### src/rtl/sort_pkg.sv
// Shared types and constants for the sort engine and its compare-exchange cell.
package sort_pkg;

  // Engine control states.
  typedef enum logic [1:0] {
    IDLE = 2'd0,
    SORT = 2'd1,
    HOLD = 2'd2
  } state_e;

  // Sort direction encodings as carried on in_desc.
  localparam logic SORT_ASC  = 1'b0;
  localparam logic SORT_DESC = 1'b1;

endpackage

### src/rtl/sort_cmp_xchg.sv
// Combinational compare-exchange cell: orders one key/index pair.
// Keys move together with their indices. Equal keys never swap, which keeps
// the network stable.
module sort_cmp_xchg
  import sort_pkg::*;
#(
  parameter int W  = 8,
  parameter int IW = 3
) (
  input  logic [W-1:0]  lo_key_i,
  input  logic [W-1:0]  hi_key_i,
  input  logic [IW-1:0] lo_idx_i,
  input  logic [IW-1:0] hi_idx_i,
  input  logic          desc,
  output logic [W-1:0]  lo_key_o,
  output logic [W-1:0]  hi_key_o,
  output logic [IW-1:0] lo_idx_o,
  output logic [IW-1:0] hi_idx_o
);

  logic swap;

  // Swap only when the pair is strictly out of order (unsigned compare).
  always_comb begin
    swap     = (desc == SORT_DESC) ? (lo_key_i < hi_key_i) : (lo_key_i > hi_key_i);
    lo_key_o = swap ? hi_key_i : lo_key_i;
    hi_key_o = swap ? lo_key_i : hi_key_i;
    lo_idx_o = swap ? hi_idx_i : lo_idx_i;
    hi_idx_o = swap ? lo_idx_i : hi_idx_i;
  end

endmodule

### src/rtl/sort_engine.sv
// Handshaked odd-even transposition sorter. One network phase per cycle,
// N phases per job, then one cycle to publish keys and original lane indices.
module sort_engine
  import sort_pkg::*;
#(
  parameter  int N  = 8,
  parameter  int W  = 8,
  localparam int IW = $clog2(N)
) (
  input  logic            clk,
  input  logic            rst_n,
  input  logic            in_valid,
  output logic            in_ready,
  input  logic [N*W-1:0]  in_data,
  input  logic            in_desc,
  output logic            out_valid,
  input  logic            out_ready,
  output logic [N*W-1:0]  out_data,
  output logic [N*IW-1:0] out_idx,
  output logic            busy
);

  localparam int PW    = $clog2(N + 1);
  localparam int NE    = N / 2;
  localparam int NO    = (N - 1) / 2;
  localparam int NO_SZ = (NO > 0) ? NO : 1;

  state_e          state_q, state_d;
  logic [PW-1:0]   phase_q, phase_d;
  logic [W-1:0]    key_q [N];
  logic [W-1:0]    key_d [N];
  logic [IW-1:0]   idx_q [N];
  logic [IW-1:0]   idx_d [N];
  logic            desc_q, desc_d;
  logic            out_valid_q, out_valid_d;
  logic [N*W-1:0]  out_data_q, out_data_d;
  logic [N*IW-1:0] out_idx_q, out_idx_d;

  // Cell results for even phases: pairs (2k, 2k+1).
  logic [W-1:0]  ev_key_lo [NE];
  logic [W-1:0]  ev_key_hi [NE];
  logic [IW-1:0] ev_idx_lo [NE];
  logic [IW-1:0] ev_idx_hi [NE];

  // Cell results for odd phases: pairs (2k+1, 2k+2).
  logic [W-1:0]  od_key_lo [NO_SZ];
  logic [W-1:0]  od_key_hi [NO_SZ];
  logic [IW-1:0] od_idx_lo [NO_SZ];
  logic [IW-1:0] od_idx_hi [NO_SZ];

  // Array after applying the current phase.
  logic [W-1:0]  ph_key [N];
  logic [IW-1:0] ph_idx [N];

  genvar gi;

  generate
    for (gi = 0; gi < NE; gi++) begin : g_even
      sort_cmp_xchg #(.W(W), .IW(IW)) u_cell (
        .lo_key_i (key_q[2*gi]),
        .hi_key_i (key_q[2*gi+1]),
        .lo_idx_i (idx_q[2*gi]),
        .hi_idx_i (idx_q[2*gi+1]),
        .desc     (desc_q),
        .lo_key_o (ev_key_lo[gi]),
        .hi_key_o (ev_key_hi[gi]),
        .lo_idx_o (ev_idx_lo[gi]),
        .hi_idx_o (ev_idx_hi[gi])
      );
    end

    for (gi = 0; gi < NO; gi++) begin : g_odd
      sort_cmp_xchg #(.W(W), .IW(IW)) u_cell (
        .lo_key_i (key_q[2*gi+1]),
        .hi_key_i (key_q[2*gi+2]),
        .lo_idx_i (idx_q[2*gi+1]),
        .hi_idx_i (idx_q[2*gi+2]),
        .desc     (desc_q),
        .lo_key_o (od_key_lo[gi]),
        .hi_key_o (od_key_hi[gi]),
        .lo_idx_o (od_idx_lo[gi]),
        .hi_idx_o (od_idx_hi[gi])
      );
    end

    // With N=2 there are no odd pairs; tie off the single unused slot.
    if (NO == 0) begin : g_no_odd
      assign od_key_lo[0] = '0;
      assign od_key_hi[0] = '0;
      assign od_idx_lo[0] = '0;
      assign od_idx_hi[0] = '0;
    end
  endgenerate

  // Select even or odd cell results by phase parity; unpaired lanes hold.
  always_comb begin
    ph_key = key_q;
    ph_idx = idx_q;
    if (!phase_q[0]) begin
      for (int k = 0; k < NE; k++) begin
        ph_key[2*k]   = ev_key_lo[k];
        ph_key[2*k+1] = ev_key_hi[k];
        ph_idx[2*k]   = ev_idx_lo[k];
        ph_idx[2*k+1] = ev_idx_hi[k];
      end
    end else begin
      for (int k = 0; k < NO; k++) begin
        ph_key[2*k+1] = od_key_lo[k];
        ph_key[2*k+2] = od_key_hi[k];
        ph_idx[2*k+1] = od_idx_lo[k];
        ph_idx[2*k+2] = od_idx_hi[k];
      end
    end
  end

  // Next-state logic: job load, one phase per SORT cycle, publish, hold.
  always_comb begin
    state_d     = state_q;
    phase_d     = phase_q;
    key_d       = key_q;
    idx_d       = idx_q;
    desc_d      = desc_q;
    out_valid_d = out_valid_q;
    out_data_d  = out_data_q;
    out_idx_d   = out_idx_q;

    case (state_q)
      IDLE: begin
        if (in_valid) begin
          for (int i = 0; i < N; i++) begin
            key_d[i] = in_data[i*W +: W];
            idx_d[i] = IW'(i);
          end
          desc_d  = in_desc;
          phase_d = '0;
          state_d = SORT;
        end
      end
      SORT: begin
        if (phase_q == PW'(N)) begin
          // All phases done: this cycle only copies the array out.
          for (int i = 0; i < N; i++) begin
            out_data_d[i*W +: W]   = key_q[i];
            out_idx_d[i*IW +: IW]  = idx_q[i];
          end
          out_valid_d = 1'b1;
          state_d     = HOLD;
        end else begin
          key_d   = ph_key;
          idx_d   = ph_idx;
          phase_d = phase_q + 1'b1;
        end
      end
      HOLD: begin
        if (out_ready) begin
          out_valid_d = 1'b0;
          state_d     = IDLE;
        end
      end
      default: state_d = IDLE;
    endcase
  end

  // State and datapath registers; reset discards any job in flight.
  always_ff @(posedge clk or negedge rst_n) begin
    if (!rst_n) begin
      state_q     <= IDLE;
      phase_q     <= '0;
      desc_q      <= SORT_ASC;
      out_valid_q <= 1'b0;
      out_data_q  <= '0;
      out_idx_q   <= '0;
      for (int i = 0; i < N; i++) begin
        key_q[i] <= '0;
        idx_q[i] <= '0;
      end
    end else begin
      state_q     <= state_d;
      phase_q     <= phase_d;
      desc_q      <= desc_d;
      out_valid_q <= out_valid_d;
      out_data_q  <= out_data_d;
      out_idx_q   <= out_idx_d;
      key_q       <= key_d;
      idx_q       <= idx_d;
    end
  end

  // in_ready is held low while reset is asserted, even though state reads IDLE.
  assign in_ready  = (state_q == IDLE) && rst_n;
  assign busy      = (state_q != IDLE);
  assign out_valid = out_valid_q;
  assign out_data  = out_data_q;
  assign out_idx   = out_idx_q;

endmodule

### config.mk
export PLATFORM = sky130hd
export DESIGN_NAME = sort_engine
export DESIGN_NICKNAME = d
export VERILOG_FILES = /design/src/rtl/sort_pkg.sv /design/src/rtl/sort_cmp_xchg.sv /design/src/rtl/sort_engine.sv
export SDC_FILE = /design/constraint.sdc
export NUM_CORES = 1
export LEC_CHECK = 0
export ABC_AREA = 1
export BUFFER_PORTS_ARGS = -buffer_cell sky130_fd_sc_hd__buf_2
export CORE_UTILIZATION = 40
export DETAILED_ROUTE_END_ITERATION = 8
export PLACE_DENSITY = 0.61
export SYNTH_ARGS = -nofsm -noshare
export SYNTH_HDL_FRONTEND = slang
export SYNTH_SLANG_ARGS = --single-unit
### constraint.sdc
create_clock -name clk -period 4.31 [get_ports clk]
set_clock_uncertainty 0.15 [all_clocks]
set_input_delay 0.2155 -clock clk [delete_from_list [all_inputs] [get_ports clk]]
set_output_delay 0.2155 -clock clk [all_outputs]
set_load 0.01 [all_outputs]
Yosys cells after proc, flatten, opt, wreduce, memory -nomap -nowiden
Cells that the tools add are included.

word-level totals
  input bits = 69
  output and inout bits = 91
  bits in registers = 184

cells by class
  reductions and logical operators = 18
  mux-type cells = 57
  magnitude comparators = 14
  $add $sub $neg = 1
  equal/unequal tests = 17

operators by type and width
  kind                   number
  $mux W64               2
  $mux W8                16
  $pmux W64 S2           1
  $gt A8 B8 Y1           7
  $lt A8 B8 Y1           7
  $mux W24               2
  $mux W3                16
  $mux W48               1
  $pmux W24 S2           1
  $reduce_and A5 Y1      8
  $ne A3 B2 Y1 const B   7
  $mux W18               1
  $ne A2 B2 Y1 const B   5
  $mux W1                9
  $reduce_and A3 Y1      3
  $mux W4                2
  $pmux W4 S2            1
  $mux W2                3
  $pmux W2 S3            1
  $reduce_bool A2 Y1     3
  $add A4 B1 Y4 const B  1
  $eq A4 B4 Y1 const B   1
  $ne A2 B1 Y1 const B   2
  $reduce_and A2 Y1      2
  5 further kinds        5

Longest topological paths before layout
Gate-level depths: netlist (run 1).

  word-level depth = 6
  gate-level depth with buffers = 16

By module
Synthesis (run 1) repeated with hierarchy kept, for this count alone.

second synthesis, totals
  cell total of the unflattened synthesis = 2018
  area, all modules = 13435.4 sq um

by module, submodules not included
  module         area an instance (sq um)  instances  seq. area each (sq um)  cells each
  sort_engine    9047.4                    1          4604.4                  1234
  sort_cmp_xchg  626.9                     7          0.0                     112

Worst setup path after synthesis (run 1)
OpenSTA, ideal clock, no wires.

  path type = register -> register
  from = register key_q[15] in the netlist's numbering
  to = register idx_q[6] in the netlist's numbering
  slack = 2.379 ns
  cell stages (with the launch flop) = 10
  path buffers = 1
  data arrival time = 1.715 ns
  data required time = 4.093 ns
  cells stage by stage = dfrtp_1 inv_1 ha_1 a21o_1 nor2_1 nand3_1 nand3_1 clkbuf_1 nand4_1 nand2_1

between the ends
  longest elaborated chain between the ends = 4
  elaborated cells between the ends (all ways) = 5
  those cells by class = order compare (2); eq/ne (1); mux (1); reduce/logical (1)

ends and longest elaborated chain
  element                                              RTL line             source
  start, declared                                      sort_engine.sv:30    logic [W-1:0] key_q [N];
  start signal, assigned                               sort_engine.sv:184   key_q <= key_d;
  $gt A8 B8 Y1 / $lt A8 B8 Y1 (equally long branches)  sort_cmp_xchg.sv:25  swap = (desc == SORT_DESC) ? (lo_key_i < hi_key_i) : (lo_key_i > hi_key_i);
  $mux W1 *                                            sort_cmp_xchg.sv:25
  $ne A3 B2 Y1 (no line) *                             n/a
  $reduce_and A5 Y1 (no line) *                        n/a
  end signal, assigned                                 sort_engine.sv:185   idx_q <= idx_d;
  end, declared                                        sort_engine.sv:32    logic [IW-1:0] idx_q [N];

Every way passes the cells marked *; elsewhere a longest branch is shown, timed or not.
A chain may end at the register's enable or synchronous reset.

Final worst setup path (run 1)
  from = register state_q[0]
  to = register key_q[13] in the netlist's numbering

between the ends
  longest elaborated chain between the ends = 3
  elaborated cells between the ends (all ways) = 9
  those cells by class = eq/ne (5); mux (1); reduce/logical (3)

ends and longest elaborated chain
  element                                                  RTL line            source
  start, declared                                          sort_engine.sv:28   state_e state_q, state_d;
  start signal, assigned                                   sort_engine.sv:178  state_q <= state_d;
  $eq A2 B1 Y1 / $logic_not A2 Y1 (equally long branches)  sort_engine.sv:127  case (state_q)
  $ne A3 B2 Y1 (no line), or another cell as far along     n/a
  $reduce_and A5 Y1 (no line)                              n/a

Several ways; a longest one is shown, not always the timed one.

==> flow_metrics.py, run 1 <==
metrics = {
    "clock_network": {
        "clock_latency_ns": 0.44,
        "cts-buffers-inserted": 17,
        "clock_tree.buffer_depth": 2,
        "clkSlewWorstSetupHoldPaths_ns": 0.07,
        "post_cts_buffers": 0,
        "cts_sinks": 184,
        "ctsRootBufferMaster": "sky130_fd_sc_hd__clkbuf_16",
        "htree_levels": 4,
        "tritoncts": "yes",
    },
    "yosys": {
        "yosys_warnings": 0,
        "syn_inst": 1199,
        "synth-adder-area-share": 0.07448,
        "synth_simple_gate_area_frac": 0.2315,
        "synth_top_family_by_area": "simple AND/OR/NAND/NOR gates",
        "syn-num-nets": 1326,
        "post_synth_mux_area_share": 0,
        "synthDistinctLibCells": 24,
        "synth-xor-area-share": 0,
        "sequential_share_of_the_synthesized_area": 0.4726,
        "ys_ff_latch": 184,
        "postSynthAreaPerCell_sq_um": 8.126,
        "area_fraction_in_compound_gates_after_synthesis": 0.1392,
        "syn-cell-area_sq_um": 9743,
    },
    "sta": {
        "hold_violations": 0,
        "finalMaxSlewViolations": 0,
        "final_min_period_over_clock_period": 0.7689,
        "max-slew-margin-rel": 0.3760,
        "post-route-min-period_ns": 3.314,
        "finalSetupViolations": 0,
        "final_total_negative_setup_slack_ns": 0,
        "grt_setup_unrepaired": "no",
        "clock.fmax_ghz": 0.3018,
        "tightestPinTransition_ns": 0.9360,
    },
    "finish": {
        "area_delta_synth_final_pct": 17.79,
        "final.fill_count": 2382,
        "area_taken_by_multi_input_logic_gates_sq_um": 4340,
        "layout-drive-gt1-share": 0.1575,
        "diodes": 0,
        "num-nets-final": 1462,
        "layout.area.seq_sq_um": 4604,
        "finish.utilization": 0.4846,
        "final_cell_area_sq_um": 11480,
    },
    "floorplanning": {
        "dieWidth_um": 158.1,
        "fp.dieH_um": 158.1,
        "die_area_sq_um": 24990,
        "initial_utilization": 0.4114,
        "fp-row-count": 56,
        "ios": 160,
        "core-area_sq_um": 23680,
    },
    "grt": {
        "grt_antenna_before_repair": 0,
        "grt-busiest-layer": "met2",
        "groute.layer.met1.usage": 0.3377,
        "global_route_wire_length_before_repair_um": 45890,
        "use_met3": 0.03613,
        "first_global_vias": 8395,
        "globalRouteTotalUtil": 0.2393,
        "grt_start_max_net_pins": 97,
        "met2_usage_in_global_routing": 0.3849,
        "grt-ovfl-total": 0,
    },
    "worst_setup_path": {
        "crit_path_max_incr_delay_ns": 0.54,
        "regToRegStartpoint": "state_q[0]",
        "critical_path_endpoint": "key_q[13]",
        "reg2reg_depth": 8,
        "crit_chain": "nand2_4 > inv_2 > nand2_4 > nand2_1 > nor2_4 > nand3_1 > nand2_1 > nand2_1",
        "critPathLaunch": "state_q[0]",
        "cpMostUsedCell": "sky130_fd_sc_hd__nand2_1",
        "required_time_of_the_critical_path_ns": 4.49,
        "worst-r2r-setup-slack_ns": 1.0,
        "crit_path_max_fanout": 54,
        "cp.arrival_ns": 3.49,
        "critical_path_class": "flip-flop to flip-flop",
        "r2r-end": "key_q[13]",
        "crit_path_end_kind": "flip-flop",
        "crit_path_start_kind": "flip-flop",
        "critical_path.slowest_cell": "sky130_fd_sc_hd__nand3_1",
    },
    "drt": {
        "routed_via_density": 5.253,
        "num_vias": 8747,
        "initialDrtViolationCount": 679,
        "totalWireLength_um": 28340,
        "postRouteAntennaNets": 0,
        "routed_wire_length_per_instance_um": 17.02,
        "drc": 0,
        "first_pass_iters": 6,
    },
    "place": {
        "place.port_buffers": 159,
        "place_area_sq_um": 10720,
        "dp_hpwl_um": 19970,
        "finalWeightedCongestion": 0.8701,
    },
    "power": {
        "static-leakage-power_nw": 6.064,
        "maximum_vdd_ir_drop_v": 0.0005232,
        "power.density_cell_area_nw_per_um2": 882.9,
    },
    "min_path": {
        "worst_hold_path_type": "primary input to flip-flop",
    },
    "run": {
        "total_of_max_cap_violations": 0,
    },
    "run_status": {
        "result_of_the_run": "finished, final reports clean",
    },
}
==> cells in the mapped netlist, drive strengths merged <==
library cell    n  share of area
nand2         412           0.16
dfrtp         184           0.47
o21ai         129          0.066
inv           124          0.048
nand4          69          0.044
ha             58          0.074
o221ai         48          0.043
clkbuf         42          0.016
nor2           34          0.015
buf            31          0.018
a21oi          20          0.010
nand3          20          0.011
a22oi           9         0.0069
o22ai           9         0.0058
a21o            7         0.0054
a31oi           1        0.00064
nor3            1         0.0010
o31ai           1        0.00077
==> worst min path at each step <==
stage | start | endpoint | slack, ns | cells after the start
CTS | in_data[8] | key_q[48] | 0.005 | 5
floorplan | rst_n | desc_q | -0.23 | 0
finish | in_data[62] | key_q[6] | 0.003 | 3
global placement | rst_n | out_data[60] | 0.24 | 1
global route | in_data[10] | key_q[50] | 0.02 | 5
detailed placement | rst_n | out_data[60] | 0.23 | 1
==> what timing repair did <==
action | CTS | global route
hold buffers | 18 | 0
hold endpoints to repair | 113 | 0
gates resized for setup | 0 | 0
==> cells by family after synthesis <==
family | Yosys count
and+or+nand+nor | 536
adders and majority gates | 58
buffers and inverters | 197
AOI/OAI and AO/OA | 224
DFF | 184
==> flip-flops by register name, summed over array words and instances (netlist names) <==
register / flops
state_q: 2
idx_q: 24
out_valid: 1
phase_q: 4
out_data: 64
out_idx: 24
key_q: 64
desc_q: 1
==> layout by cell type (no fill, tap or decap), drive strengths merged <==
cell	instances
inv	127
o221ai	48
a21oi	20
clkinv	8
nand2	412
clkbuf	17
ha	58
nor2	34
nand4	69
dfrtp	184
o21ai	129
a21o	7
dlygate4sd3	18
a22oi	9
o22ai	9
nor3	1
bufinv	2
o31ai	1
nand3	20
a31oi	1
buf	172
==> area by class of cell <==
cell class / count / share of cell area
clock buffers: 17 / 0.03707
well taps: 319 / 0.03478
multi-input cells: 818 / 0.3782
inverters: 124 / 0.04056
clock inverters: 13 / 0.01297
flip-flops and latches: 184 / 0.4012
repair buffers: 190 / 0.09518
==> where the power goes <==
group          leakage (nW)  internal (mW)  total [mW]  switching [mW]
clock                 0.284          0.857        1.57           0.716
sequential             2.38           2.48        2.93           0.447
combinational          3.40           1.83        5.63            3.81
==> critical path, delay by kind of cell (launching register included) <==
family	cells	cell delay [ns]
buffers and inverters	1	0.46
and+or+nand+nor	7	2.14
DFF	1	0.43
==> routing by layer <==
metal,part of all wire,up-vias
met4,0.011,0
li1,-,4276
met1,0.47,4150
met3,0.055,30
met5,0,-
met2,0.46,291
==> per-stage QoR <==
step	worst slack, ns	hold slack, ns	power, mW	cells
6_report	0.9962	0.002831	10.13	1665
2_1_floorplan	2.379	-0.2301	6.987	1199
3_3_place_gp	1.155	0.2351	8.401	1617
4_1_cts	1.057	0.004837	10.16	1665
5_1_grt	0.6485	0.01657	11.13	1665
3_5_place_dp	1.086	0.2327	8.531	1617
No activity file was read; power rests on OpenSTA's default activity.
==> run 2: changes to the inputs <==
- PLACE_DENSITY: 0.61 -> 0.63
- clock period: 4.31 -> 2.8 ns (I/O delays scaled with it)
==> run 2 against run 1 <==
Sequential power grew 53%. Count of clock-buffer cells in the layout unchanged. Die area did not move. Combinational power is 61% higher. Final cell count grew 4.2%.
==> flow_metrics.py, run 2 (same netlist as run 1, synthesis figures left out) <==
metrics = {
    "finish": {
        "final.fill_count": 2323,
        "layout.area.seq_sq_um": 4604,
        "area_taken_by_multi_input_logic_gates_sq_um": 4357,
        "commonest_non_fill_non_tap_cells_in_the_layout": "409 x sky130_fd_sc_hd__nand2_1, 184 x sky130_fd_sc_hd__dfrtp_1, 158 x sky130_fd_sc_hd__buf_2, 129 x sky130_fd_sc_hd__o21ai_0, 122 x sky130_fd_sc_hd__inv_1",
        "layout-drive-gt1-share": 0.1645,
        "final_cell_area_sq_um": 12140,
        "layout_commonest_cell": "sky130_fd_sc_hd__nand2_1",
        "num-nets-final": 1530,
        "area_delta_synth_final_pct": 24.62,
        "diodes": 0,
    },
    "sta": {
        "grt_setup_unrepaired": "yes",
        "finalMaxSlewViolations": 0,
        "tightestPinTransition_ns": 0.9768,
        "hold_violations": 0,
        "max-slew-margin-rel": 0.3481,
        "post-route-min-period_ns": 2.536,
        "final_min_period_over_clock_period": 0.9058,
        "clock.fmax_ghz": 0.3943,
        "finalSetupViolations": 0,
        "final_total_negative_setup_slack_ns": 0,
    },
    "worst_setup_path": {
        "crit_path_end_kind": "flip-flop",
        "critical_path_class": "flip-flop to flip-flop",
        "crit_path_max_fanout": 21,
        "required_time_of_the_critical_path_ns": 2.98,
        "crit_path_start_kind": "flip-flop",
        "cp.arrival_ns": 2.72,
        "reg2reg_depth": 10,
        "regToRegStartpoint": "phase_q[0]",
        "r2r-end": "key_q[53]",
        "worst-r2r-setup-slack_ns": 0.26,
    },
    "place": {
        "finalWeightedCongestion": 0.8598,
        "place.port_buffers": 159,
        "dp_hpwl_um": 20400,
        "place_area_sq_um": 10850,
    },
    "min_path": {
        "sink_of_the_worst_hold_path": "key_q[39]",
        "min_path_cells": 5,
        "worst_hold_path_type": "primary input to flip-flop",
        "worstHoldStart": "in_data[31]",
    },
    "floorplanning": {
        "die_area_sq_um": 24990,
        "dieWidth_um": 158.1,
        "ios": 160,
        "fp-row-count": 56,
        "fp.dieH_um": 158.1,
        "core-area_sq_um": 23680,
        "initial_utilization": 0.4114,
    },
    "grt": {
        "grt-ovfl-total": 0,
        "grt_start_max_net_pins": 179,
        "grt_antenna_before_repair": 0,
        "global_route_wire_length_before_repair_um": 46330,
        "globalRouteTotalUtil": 0.2425,
        "first_global_vias": 8698,
    },
    "drt": {
        "num_vias": 9052,
        "totalWireLength_um": 29120,
        "routed_via_density": 5.217,
        "drc": 0,
        "initialDrtViolationCount": 688,
        "postRouteAntennaNets": 0,
        "routed_wire_length_per_instance_um": 16.79,
        "first_pass_iters": 5,
    },
    "run": {
        "total_of_max_cap_violations": 0,
    },
    "power": {
        "maximum_vdd_ir_drop_v": 0.0005522,
        "static-leakage-power_nw": 6.363,
        "power.density_cell_area_nw_per_um2": 1313,
    },
    "clock_network": {
        "cts-buffers-inserted": 17,
        "clock_latency_ns": 0.45,
        "clock_tree.buffer_depth": 2,
        "cts_sinks": 184,
        "clkSlewWorstSetupHoldPaths_ns": 0.07,
        "tritoncts": "yes",
        "htree_levels": 4,
        "ctsRootBufferMaster": "sky130_fd_sc_hd__clkbuf_16",
    },
    "run_status": {
        "result_of_the_run": "finished, final reports clean",
    },
}
-- run 2: cell types whose count changed in the layout (fill, tap and decap cells not counted), moves of 2 or more --
cell / previous run / this run
sky130_fd_sc_hd__nand3_1: 18 / 16
sky130_fd_sc_hd__dlygate4sd3_1: 18 / 69
sky130_fd_sc_hd__buf_4: 12 / 27
sky130_fd_sc_hd__nand3_2: 2 / 4
sky130_fd_sc_hd__inv_8: 0 / 6
sky130_fd_sc_hd__clkinvlp_4: 0 / 2
sky130_fd_sc_hd__clkinv_8: 0 / 2
sky130_fd_sc_hd__clkinv_4: 6 / 1
sky130_fd_sc_hd__bufinv_16: 2 / 0
-- run 2: power breakdown --
| part | switching, mW | internal [mW] |
|---|---|---|
| clock network | 1.21 | 1.20 |
| logic | 5.99 | 3.06 |
| registers | 0.677 | 3.81 |
| total | 7.87 | 8.07 |
-- run 2: worst max-delay path: stages, from the launching register on --
cell and delay (ns):
sky130_fd_sc_hd__dfrtp_1 0.36, sky130_fd_sc_hd__inv_1 0.11, sky130_fd_sc_hd__ha_1 0.21, sky130_fd_sc_hd__nand2_1 0.06
sky130_fd_sc_hd__nor2_1 0.07, sky130_fd_sc_hd__nand2_4 0.08, sky130_fd_sc_hd__nand2_1 0.16, sky130_fd_sc_hd__nor2_4 0.50
sky130_fd_sc_hd__nand3_1 0.49, sky130_fd_sc_hd__nand2_1 0.17, sky130_fd_sc_hd__nand2_1 0.06
-- run 2: area by class of cell --
class,instances,area share
well taps,319,0.03287
multi-input cells,819,0.3588
flip-flops and latches,184,0.3792
clock buffers,17,0.03504
inverters,124,0.03833
repair buffers,257,0.1429
clock inverters,15,0.01278
-- run 2: repair_timing --
action,4_1_cts,5_1_grt
pin swaps,1,1
cloned,1,0
resized for setup,0,2
endpoints found under the setup margin,1,5
hold buffers,69,0
hold endpoints to repair,123,0
setup buffers,0,0
-- run 2: worst max-delay path by stage --
| stage | cells after the start | startpoint | end |
|---|---|---|---|
| global placement | 10 | phase_q[0] | key_q[50] |
| detailed placement | 10 | phase_q[0] | key_q[10] |
| CTS | 10 | phase_q[0] | idx_q[6] |
| global route | 10 | phase_q[0] | idx_q[13] |
| finish | 10 | phase_q[0] | key_q[53] |
| floorplan | 9 | key_q[15] | idx_q[6] |
-- run 2: metal layers --
layer / wire [um] / up-vias / share of wire / global-route usage
met1: 13320 / 4300 / 0.46 / 0.3317
met4: 562 / 0 / 0.019 / 0.07463
li1: - / 4415 / - / -
met5: 0 / - / 0 / 0
met2: 13580 / 299 / 0.47 / 0.3887
met3: 1669 / 38 / 0.057 / 0.04462
-- run 2: metrics by stage --
stage / std cells / setup WS, ns / utilization / hold slack (ns) / power (mW)
floorplan: 1199 / 0.8686 / - / -0.3056 / 10.76
global placement: 1633 / 0.1026 / 0.4583 / 0.01123 / 13.16
detailed placement: 1633 / 0.01087 / 0.4583 / 0.01459 / 13.37
CTS: 1735 / 0.2411 / 0.5123 / 0.008705 / 15.96
global route: 1735 / 0.001738 / 0.5127 / 0.08600 / 17.51
finish: 1735 / 0.2637 / 0.5127 / 0.03551 / 15.94
==> run 3: changes to the inputs <==
- BUFFER_PORTS_ARGS: -buffer_cell sky130_fd_sc_hd__buf_2 -> not set
- DONT_BUFFER_PORTS: not set -> 1
- PLACE_DENSITY: 0.63 -> 0.57
==> run 3 against run 2 <==
Clock power about the same. The run now ends with hold timing left. First-iteration DRC count grew 13%. Register-to-register slack improved by 0.03 ns. Final cell count down 8.9%. Critical path depth down 1. Count of clock-buffer cells in the layout unchanged. Largest cell class unchanged. Critical path type unchanged.
==> flow_metrics.py, run 3 (same netlist as run 1, synthesis figures left out) <==
metrics = {
    "floorplanning": {
        "dieWidth_um": 158.1,
        "core-area_sq_um": 23680,
        "ios": 160,
        "fp.dieH_um": 158.1,
        "initial_utilization": 0.4114,
        "fp-row-count": 56,
        "die_area_sq_um": 24990,
    },
    "power": {
        "total_switching_power_mw": 7.790,
        "static-leakage-power_nw": 5.647,
        "clock_power_share": 0.156,
        "power.sequential.fraction": 0.310,
        "power.density_cell_area_nw_per_um2": 1369,
        "swShare": 0.5011,
        "cell_internal_pwr_mw": 7.756,
        "combinationalPowerShare": 0.534,
        "maximum_vdd_ir_drop_v": 0.0004852,
    },
    "sta": {
        "grt_setup_unrepaired": "no",
        "max-slew-margin-rel": 0.2703,
        "finalSetupViolations": 0,
        "finalHoldWorstSlack_ns": -0.7664,
        "post-route-min-period_ns": 2.507,
        "tightestPinTransition_ns": 1.093,
        "final_min_period_over_clock_period": 0.8953,
        "finalMaxSlewViolations": 0,
        "clock.fmax_ghz": 0.3989,
        "hold_violations": 184,
    },
    "clock_network": {
        "clock_tree.buffer_depth": 2,
        "post_cts_buffers": 0,
        "htree_levels": 4,
        "ctsRootBufferMaster": "sky130_fd_sc_hd__clkbuf_16",
        "cts-hold-fix-buffers": 69,
        "clkSlewWorstSetupHoldPaths_ns": 0.08,
        "tritoncts": "yes",
        "post_cts_resize_count": 0,
        "cts-buffers-inserted": 17,
        "clock_latency_ns": 0.45,
        "cts_sinks": 184,
    },
    "worst_setup_path": {
        "crit_path_start_kind": "flip-flop",
        "required_time_of_the_critical_path_ns": 3.03,
        "crit_chain": "inv_1 > ha_1 > nand2_1 > nor2_1 > nand2_4 > nand2_1 > nor2_2 > nand4_1 > nand2_1",
        "regToRegStartpoint": "phase_q[0]",
        "worst-r2r-setup-slack_ns": 0.29,
        "critical_path.slowest_cell": "sky130_fd_sc_hd__nor2_2",
        "critical_path_class": "flip-flop to flip-flop",
        "cp.arrival_ns": 2.74,
        "reg2reg_depth": 9,
        "cpMostUsedCell": "sky130_fd_sc_hd__nand2_1",
        "crit_path_max_fanout": 20,
        "r2r-end": "key_q[49]",
        "crit_path_max_incr_delay_ns": 0.91,
        "crit_path_end_kind": "flip-flop",
    },
    "finish": {
        "layout_commonest_cell": "sky130_fd_sc_hd__nand2_1",
        "area_delta_synth_final_pct": 16.58,
        "num-nets-final": 1375,
        "layout-drive-gt1-share": 0.06027,
        "commonest_non_fill_non_tap_cells_in_the_layout": "409 x sky130_fd_sc_hd__nand2_1, 184 x sky130_fd_sc_hd__dfrtp_1, 129 x sky130_fd_sc_hd__o21ai_0, 122 x sky130_fd_sc_hd__inv_1",
        "diodes": 0,
        "final_cell_area_sq_um": 11360,
    },
    "drt": {
        "maxUsedRoutingLayer": "met4",
        "num_vias": 8455,
        "totalWireLength_um": 29380,
        "routed_via_density": 5.351,
        "met2WireLength_um": 13680,
        "initialDrtViolationCount": 777,
        "wl_met3_um": 1702,
        "drc": 0,
        "postRouteAntennaNets": 0,
        "routed_wire_length_per_instance_um": 18.60,
        "wl_met1_um": 13410,
        "first_pass_iters": 5,
    },
    "grt": {
        "first_global_vias": 8243,
        "grt_start_max_net_pins": 186,
        "globalRouteTotalUtil": 0.2436,
        "global_route_wire_length_before_repair_um": 46000,
        "grt-ovfl-total": 0,
        "grt_antenna_before_repair": 0,
    },
    "place": {
        "finalWeightedCongestion": 0.8449,
        "place_area_sq_um": 10070,
        "place.port_buffers": 0,
        "dp_hpwl_um": 20090,
    },
    "run_status": {
        "failed_checks": "hold timing",
        "result_of_the_run": "finished with violations",
    },
    "run": {
        "total_of_max_cap_violations": 0,
    },
    "min_path": {
        "worst_hold_path_type": "primary input to asynchronous set/reset pin",
    },
}
## run 3: critical path, delay by kind of cell (launching register included)
family / cells / cell delay (ns)
AND/OR/NAND/NOR: 7 / 1.58
buffers and inverters: 1 / 0.11
flip-flops: 1 / 0.36
adder cells (fa/ha/maj): 1 / 0.22
## run 3: worst max path at each step
stage	endpoint	cells after the start	from	slack [ns]
final	key_q[49]	9	phase_q[0]	0.29
after detailed placement	key_q[10]	10	phase_q[0]	-0.08
after global routing	idx_q[15]	10	state_q[1]	0.09
after floorplan	idx_q[6]	9	key_q[15]	0.87
after global placement	key_q[42]	10	phase_q[0]	-0.03
after CTS	key_q[13]	10	phase_q[0]	0.11
## run 3: cell type report
class	count	area, sq um
clock buffer	17	425.4
clock inverter	15	155.1
sequential	184	4604
tap	319	399.1
fill	2372	12320
multi-input combinational	820	4353
inverter	124	465.4
timing repair buffer	101	955.9
## run 3: metal layers
metal	track usage	vias to the layer above
li1	-	4106
met1	0.3271	4041
met5	0	-
met4	0.08196	0
met3	0.04736	38
met2	0.3925	270
## run 3: power groups by stage
| stage | combinational [mW] | clock [mW] | sequential, mW |
|---|---|---|---|
| after floorplan | 6.12 | 0 | 4.64 |
| after global placement | 7.99 | 0 | 4.86 |
| after detailed placement | 8.13 | 0 | 4.87 |
| after CTS | 8.30 | 2.47 | 4.83 |
| after global routing | 9.50 | 2.57 | 4.97 |
| final | 8.30 | 2.42 | 4.82 |
## run 3: what timing repair did
| action | CTS | global route |
|---|---|---|
| hold endpoints to repair | 253 | 184 |
| cloned | 1 | 1 |
| setup endpoints to repair | 66 | 63 |
| pin swaps | 1 | 1 |
## run 3: stage by stage
step / setup WS, ns / util / std cells / power, mW / setup TNS (ns)
floorplan: 0.8686 / - / 1199 / 10.76 / 0
global placement: -0.02605 / 0.4254 / 1477 / 12.85 / -0.1851
detailed placement: -0.08381 / 0.4254 / 1477 / 13.00 / -1.367
CTS: 0.1052 / 0.4793 / 1579 / 15.60 / 0
global route: 0.08541 / 0.4796 / 1580 / 17.03 / 0
finish: 0.2932 / 0.4796 / 1580 / 15.55 / 0
